$ cat config.mk
export PLATFORM = sky130hd
export DESIGN_NAME = imu_burst_scheduler
export DESIGN_NICKNAME = d
export VERILOG_FILES = /design/src/rtl/imu_burst_scheduler.sv
export SDC_FILE = /design/constraint.sdc
export NUM_CORES = 1
export LEC_CHECK = 0
export ABC_AREA = 0
export BUFFER_PORTS_ARGS = -buffer_cell sky130_fd_sc_hd__buf_4
export CORE_ASPECT_RATIO = 1.75
export CORE_MARGIN = 4
export CORE_UTILIZATION = 54
export DETAILED_ROUTE_END_ITERATION = 10
export GPL_ROUTABILITY_DRIVEN = 1
export PLACE_DENSITY = 0.82
export SLEW_MARGIN = 10
export SYNTH_ARGS = -nofsm -noshare
export SYNTH_HDL_FRONTEND = slang
export SYNTH_SLANG_ARGS = --single-unit
$ cat constraint.sdc
create_clock -name clk -period 2.16 [get_ports clk]
set_input_delay 0.108 -clock clk [delete_from_list [all_inputs] [get_ports clk]]
set_output_delay 0.108 -clock clk [all_outputs]
set_load 0.005 [all_outputs]
$ cat src/rtl/imu_burst_scheduler.sv
// ---------------------------------------------------------------------------
// imu_burst_scheduler
//
// Turns each IMU data-ready event into one burst of single-byte register
// reads on the serial bus master.  Bytes are paired into big-endian 16-bit
// words and handed downstream on a valid/ready stream, one word per
// handshake.  Overrun, bus-error and WAIT-timeout conditions are flagged.
//
// Parameters
//   N_WORDS      16-bit words per burst, 1..8
//   BASE_ADDR    register address of the first (high) byte
//   TIMEOUT_CYC  clk cycles from bus_start to the timeout abort, >= 2
//
// Ports
//   clk          system clock
//   rst          asynchronous active-low reset
//   en           scheduler enable (level)
//   data_ready   IMU data-ready pin, asynchronous to clk
//   bus_start    one-cycle read request to the bus master
//   bus_addr     register address, stable from bus_start until bus_done
//   bus_done     one-cycle read-complete pulse, bus_rdata valid with it
//   bus_err      NACK / bus fault, qualified by bus_done
//   bus_rdata    read byte
//   out_valid    word available downstream
//   out_ready    downstream accepts the word
//   out_data     {high byte, low byte}
//   out_idx      word index within the burst
//   frame_done   one-cycle pulse after the last word of a burst is accepted
//   overrun      sticky: data-ready edge seen while a burst was active
//   err          sticky: last aborted burst ended on bus_err or timeout
//   err_code     00 none, 01 bus_err, 10 timeout
//
// State table
//   state   | meaning
//   --------+--------------------------------------------------------------
//   S_IDLE  | waiting for a synchronized data-ready edge with en=1
//   S_ISSUE | bus_start pulse for the byte at bus_addr
//   S_WAIT  | waiting for bus_done; timeout counter running
//   S_EMIT  | word presented on out_valid until accepted or en drops
// ---------------------------------------------------------------------------
module imu_burst_scheduler #(
  parameter int          N_WORDS     = 6,
  parameter logic [7:0]  BASE_ADDR   = 8'h3B,
  parameter int          TIMEOUT_CYC = 125000
) (
  input  logic        clk,
  input  logic        rst,
  input  logic        en,
  input  logic        data_ready,
  output logic        bus_start,
  output logic [7:0]  bus_addr,
  input  logic        bus_done,
  input  logic        bus_err,
  input  logic [7:0]  bus_rdata,
  output logic        out_valid,
  input  logic        out_ready,
  output logic [15:0] out_data,
  output logic [2:0]  out_idx,
  output logic        frame_done,
  output logic        overrun,
  output logic        err,
  output logic [1:0]  err_code
);

  localparam int TW = $clog2(TIMEOUT_CYC + 1);

  // The abort is taken on the edge where the counter would step onto
  // TIMEOUT_CYC-1.  With the counter at 0 in the first WAIT cycle, err then
  // becomes visible exactly TIMEOUT_CYC cycles after the bus_start cycle.
  localparam logic [TW-1:0] TMO_LAST  = TW'(TIMEOUT_CYC - 2);
  localparam logic [2:0]    LAST_WORD = 3'(N_WORDS - 1);

  typedef enum logic [1:0] {
    S_IDLE  = 2'd0,
    S_ISSUE = 2'd1,
    S_WAIT  = 2'd2,
    S_EMIT  = 2'd3
  } state_t;

  state_t state, state_d;

  logic          sync1, sync2, sync3;
  logic          dr_edge;
  logic [TW-1:0] tmo_cnt;
  logic          byte_sel;
  logic [2:0]    word_cnt;
  logic [7:0]    data_hi, data_lo;

  logic start_burst;
  logic take_byte;
  logic fail_bus;
  logic fail_tmo;
  logic accept_word;
  logic accept_last;

  // -------------------------------------------------------------------------
  // data_ready synchronizer and rising-edge detect
  // -------------------------------------------------------------------------
  always_ff @(posedge clk or negedge rst) begin
    if (!rst) begin
      sync1 <= 1'b0;
      sync2 <= 1'b0;
      sync3 <= 1'b0;
    end else begin
      sync1 <= data_ready;
      sync2 <= sync1;
      sync3 <= sync2;
    end
  end

  assign dr_edge = sync2 & ~sync3;

  // -------------------------------------------------------------------------
  // FSM state register
  // -------------------------------------------------------------------------
  always_ff @(posedge clk or negedge rst) begin
    if (!rst) begin
      state <= S_IDLE;
    end else begin
      state <= state_d;
    end
  end

  // -------------------------------------------------------------------------
  // FSM next state and control strobes
  // -------------------------------------------------------------------------
  always_comb begin
    state_d     = state;
    start_burst = 1'b0;
    take_byte   = 1'b0;
    fail_bus    = 1'b0;
    fail_tmo    = 1'b0;
    accept_word = 1'b0;
    accept_last = 1'b0;
    bus_start   = 1'b0;
    out_valid   = 1'b0;

    case (state)
      S_IDLE: begin
        if (dr_edge && en) begin
          start_burst = 1'b1;
          state_d     = S_ISSUE;
        end
      end

      S_ISSUE: begin
        bus_start = 1'b1;
        state_d   = S_WAIT;
      end

      S_WAIT: begin
        if (bus_done) begin
          if (bus_err) begin
            fail_bus = 1'b1;
            state_d  = S_IDLE;
          end else if (!en) begin
            // Read completed after en dropped: discard it quietly.
            state_d = S_IDLE;
          end else begin
            take_byte = 1'b1;
            state_d   = byte_sel ? S_EMIT : S_ISSUE;
          end
        end else if (tmo_cnt == TMO_LAST) begin
          fail_tmo = 1'b1;
          state_d  = S_IDLE;
        end
      end

      S_EMIT: begin
        // Gating with en keeps a handshake from completing on the cycle the
        // burst is being abandoned.
        out_valid = en;
        if (!en) begin
          state_d = S_IDLE;
        end else if (out_ready) begin
          accept_word = 1'b1;
          if (word_cnt == LAST_WORD) begin
            accept_last = 1'b1;
            state_d     = S_IDLE;
          end else begin
            state_d = S_ISSUE;
          end
        end
      end

      default: state_d = S_IDLE;
    endcase
  end

  // -------------------------------------------------------------------------
  // WAIT timeout counter: held at 0 outside WAIT so every entry starts clean
  // -------------------------------------------------------------------------
  always_ff @(posedge clk or negedge rst) begin
    if (!rst) begin
      tmo_cnt <= '0;
    end else if (state != S_WAIT) begin
      tmo_cnt <= '0;
    end else begin
      tmo_cnt <= tmo_cnt + TW'(1);
    end
  end

  // -------------------------------------------------------------------------
  // Address, byte pairing and word counter
  // -------------------------------------------------------------------------
  always_ff @(posedge clk or negedge rst) begin
    if (!rst) begin
      bus_addr <= BASE_ADDR;
      byte_sel <= 1'b0;
      data_hi  <= 8'h00;
      data_lo  <= 8'h00;
      word_cnt <= 3'd0;
    end else begin
      if (start_burst) begin
        bus_addr <= BASE_ADDR;
        byte_sel <= 1'b0;
        word_cnt <= 3'd0;
      end

      if (take_byte) begin
        if (byte_sel) begin
          data_lo <= bus_rdata;
        end else begin
          data_hi <= bus_rdata;
        end
        bus_addr <= bus_addr + 8'd1;
        byte_sel <= ~byte_sel;
      end

      if (accept_word && !accept_last) begin
        word_cnt <= word_cnt + 3'd1;
      end
    end
  end

  assign out_data = {data_hi, data_lo};
  assign out_idx  = word_cnt;

  // -------------------------------------------------------------------------
  // Status flags
  // -------------------------------------------------------------------------
  always_ff @(posedge clk or negedge rst) begin
    if (!rst) begin
      frame_done <= 1'b0;
      overrun    <= 1'b0;
      err        <= 1'b0;
      err_code   <= 2'b00;
    end else begin
      frame_done <= accept_last;

      if (start_burst) begin
        overrun  <= 1'b0;
        err      <= 1'b0;
        err_code <= 2'b00;
      end

      // An edge outside IDLE is dropped; only the fact is recorded.
      if (dr_edge && (state != S_IDLE)) begin
        overrun <= 1'b1;
      end

      if (fail_bus) begin
        err      <= 1'b1;
        err_code <= 2'b01;
      end

      if (fail_tmo) begin
        err      <= 1'b1;
        err_code <= 2'b10;
      end
    end
  end

endmodule

==> results summary <==
The delay of the slowest critical-path stage is about 0.45 ns. The die covers 0.005788 mm2. Adding up every negative setup slack in the final design gives 0 ns. The startpoint identified for the worst register-to-register timing path is state[0]$_DFFE_PN0P_. STA classifies the critical path endpoint as a flop. The element type at the critical path start is a flop. The maximum frequency from static timing analysis came out at between 500 and 600 MHz. For the worst-skew pair, the clock arrives at the later sink with an insertion delay of 0.30 ns. The synthesized design contains 55 register bits.

The die extent in y came out at just under 100 um. The wire length on met3 came out at roughly 200 um. The most critical setup path has its startpoint at state[0]$_DFFE_PN0P_.

The tree is rooted in a sky130_fd_sc_hd__clkbuf_8. The combined area of all synthesized cells came out at 0.002482 mm2. In the post-route analysis, the smallest setup slack over all paths is 0.3164 ns. At the end of routability-driven placement, the weighted congestion stood at 0.7755. Ranked by instance count, the synthesized netlist is headed by sky130_fd_sc_hd__dfrtp_1 (50), sky130_fd_sc_hd__nand2_1 (19), sky130_fd_sc_hd__nor2_1 (18). In the post-synthesis netlist, the cell with the most instances is sky130_fd_sc_hd__dfrtp_1. The cell family contributing the most delay on the critical path is simple AND/OR/NAND/NOR gates. In this run the post-CTS setup repair buffer count came out at 0. The final-report hold violation count is 0. Along the worst path, the maximum fanout reaches 9. The peak supply drop came out at 686.7 uV. The clock tree synthesis step divided the H-tree into 2 levels.

The count of standard-cell rows came out at 32. Detailed routing placed a total of 2.909 mm of wire on met2. The wire length of the first global-routing pass is ~8.7 mm. The most critical setup path has its endpoint at data_hi[1]$_DFFE_PN0P_. Data on the critical path is required at its endpoint by 2.35 ns. The number of nets produced by synthesis is 239.

The max-slew violation total from the final report is 0. Setup repair after global routing left no endpoint under its margin. The share of synthesized area in the top cell type comes to 50.40%. The buffering stage count on the worst path with inverters included is 0.

The number of cells in the design after placement is ~320. After detailed routing, the number of remaining DRC violations is 0. The number of antenna violations at the first check in global routing is 0. The area of the placeable core came out at 0.004444 mm2.

The maximum clock skew at final layout came out at 0.005735 ns. The top metal layer carrying routed signals is met4. The post-placement worst setup slack came out at ~0.33 ns. The power density relative to cell area is 832.2 mW/mm2. The first-iteration detailed-routing DRC count came out at 66. The post-synthesis sequential area ratio came out at a little under three fifths.

Counting buffers and inverters, the worst setup path is 4 cells deep. The detailed-route wire length on metal 1 is 1.839 mm. The post-layout net count is 294.

Detailed placement finished with a half-perimeter wire length of roughly 3.7 mm. The type of the setup path with the least slack is reg -> reg. The share of synthesized registers carrying an async set or reset came out at between 90% and 100%. The capture instance of the worst register-to-register path is data_hi[1]$_DFFE_PN0P_.

Each instance of the synthesized netlist takes up on average 11.34 um2. The critical path arrival came out at 2.04 ns. The total congestion overflow after global routing is 0. In the post-synthesis netlist, the biggest area contributors are sky130_fd_sc_hd__dfrtp_1 (50%), sky130_fd_sc_hd__mux2_2 (7.3%), sky130_fd_sc_hd__dfstp_2 (5.3%), sky130_fd_sc_hd__nand2_1 (2.9%), sky130_fd_sc_hd__nor2_1 (2.7%). The remaining antenna violation count after routing is 0. The signal on the critical path passes through nand4bb_1 > or2_2 > nor2_4 > mux2_2.

The type of the worst min-delay path is in -> reg. The remaining max-slew budget at the tightest pin came out at a little over half. TritonCTS built the clock tree. The number of ports placed on the die boundary came out at between 40 and 50.

The minimum clock period came out at approximately 1.8 ns. The post-route netlist has 31.64% of its cells at a drive strength greater than 1. Entering global routing, the biggest net connects 56 pins.

For this run, the number of standard cells in the final layout without fillers is 326. For this run, the leading register cell type out of synthesis is sky130_fd_sc_hd__dfrtp_1. The reg2reg setup slack came out at 0.32 ns. After clock tree synthesis, the clock-pin slew on the worst setup and hold paths is 0.10 ns. The number of global-route vias before repair was 1920. The cell depth of the worst flop-to-flop path is 4. Dividing the final minimum period by the clock period gives 85.35%.

The master of the slowest instance on the critical path is sky130_fd_sc_hd__dfrtp_1. The detailed router placed 1861 vias in this run. The clock net sink count came out at 55. The via density per instance is 5.709. The run finished with clean final reports.

The synthesized design contains 0 enable-type register cells. The maximum number of buffers from clock root to sink is 2. The number of diodes is 0. The reported leakage power came out at 1.426 nW.

Yosys printed 0 warnings. The layout filler cell count came out at 356. The starting utilization of the core area is 55.86%.

The slew at the pin closest to its max-slew limit came out at 0.6769 ns. Synthesis instantiated 43 different standard cells from the library. The biggest area contributor in the post-synthesis netlist is sky130_fd_sc_hd__dfrtp_1. The number of iterations in the first detailed-routing pass is 4. Wires add up to 4.995 mm. The total power of the final layout is 0.002506 W. The die is 59.25 um wide. The max capacitance violation total is 0. The number of buffer cells added on primary ports is between 40 and 50. In the final routed layout, each cell accounts on average for 15.32 um.

The post-CTS resize count is 0. Across every metal layer, demand over resource in global routing totals 19.10%. Synthesis produced a netlist whose cell count is roughly 220. Relative to the synthesized area, the layout overhead comes to 21.32%. Setup violations remaining at the end of the flow were counted as 0.

TritonCTS created 5 clock buffers.
[cells in the final DEF, fill, tap and decap left out, types with 4 or more instances in the layout]
master,count
sky130_fd_sc_hd__a21oi_1,8
sky130_fd_sc_hd__buf_4,50
sky130_fd_sc_hd__clkbuf_8,5
sky130_fd_sc_hd__dfrtp_1,50
sky130_fd_sc_hd__dfstp_2,5
sky130_fd_sc_hd__ha_1,5
sky130_fd_sc_hd__inv_1,6
sky130_fd_sc_hd__mux2_2,16
sky130_fd_sc_hd__mux2i_1,5
sky130_fd_sc_hd__nand2_1,19
sky130_fd_sc_hd__nand3_1,12
sky130_fd_sc_hd__nand4_1,4
sky130_fd_sc_hd__nor2_1,18
sky130_fd_sc_hd__nor2b_1,4
sky130_fd_sc_hd__nor3_1,8
sky130_fd_sc_hd__o21ai_0,5
sky130_fd_sc_hd__or4_1,4
sky130_fd_sc_hd__xnor2_1,4
sky130_fd_sc_hd__xor2_1,6
[power by group]
group | total, W | internal (W) | leakage, nW | switching (W)
logic | 0.000596 | 0.000352 | 0.655 | 0.000245
registers | 0.00135 | 0.00122 | 0.726 | 0.000134
clock network | 0.000556 | 0.000230 | 0.0452 | 0.000326
total | 0.00251 | 0.00180 | 1.43 | 0.000705
[cell families after synthesis]
| logic type | Yosys count | synth area share, % |
|---|---|---|
| AND/OR/NAND/NOR | 94 | 21.17 |
| buffers and inverters | 10 | 1.562 |
| multiplexers | 21 | 9.274 |
| adder cells (fa/ha/maj) | 5 | 2.520 |
| XOR/XNOR | 10 | 3.528 |
| flip-flops | 55 | 55.70 |
| AO/OA/AOI/OAI | 24 | 6.250 |
[sequential cells by signal (all words and copies together) (netlist names), 2 cells and up]
signal    flops
bus_addr      8
out_idx       3
data_hi       8
err_code      2
data_lo       8
state         2
tmo_cnt      17
[cell type report]
type | count | area [um2] | area share [%]
tap | 51 | 63.81 | 2.119
inverter | 6 | 22.52 | 0.7478
clock buffer | 6 | 72.57 | 2.410
sequential | 55 | 1383 | 45.91
multi-input combinational | 154 | 1061 | 35.23
timing repair buffer | 52 | 395.4 | 13.13
clock inverter | 2 | 13.76 | 0.4570
[per-layer routing]
metal	global-route usage, %	vias up
met5	0	-
met4	5.759	0
met3	2.926	4
met2	35.80	37
met1	20.70	929
li1	-	891
[metrics by stage]
step	util (%)	hold slack (ns)	area, um2
4_1_cts	67.76	0.03791	3012
3_5_place_dp	65.37	0.1886	2905
6_report	67.76	0.04236	3012
5_1_grt	67.76	0.03933	3012
2_1_floorplan	-	-0.1876	2482
3_3_place_gp	65.37	0.1902	2905
[how the worst min path moves through the flow]
stage	from	end	cells after the start
after global placement	rst	tmo_cnt[9]$_DFF_PN0_	1
after detailed placement	rst	tmo_cnt[9]$_DFF_PN0_	1
after floorplan	rst	bus_addr[2]$_DFFE_PN0P_	0
after CTS	bus_rdata[4]	data_lo[4]$_DFFE_PN0P_	2
after global routing	bus_rdata[1]	data_lo[1]$_DFFE_PN0P_	2
final	bus_rdata[4]	data_lo[4]$_DFFE_PN0P_	2
[what timing repair did]
item,in CTS,in global routing
endpoints found under the setup margin,0,0
endpoints found under the hold margin,51,0
hold buffers,2,0
Power figures use the tool's default switching activity.
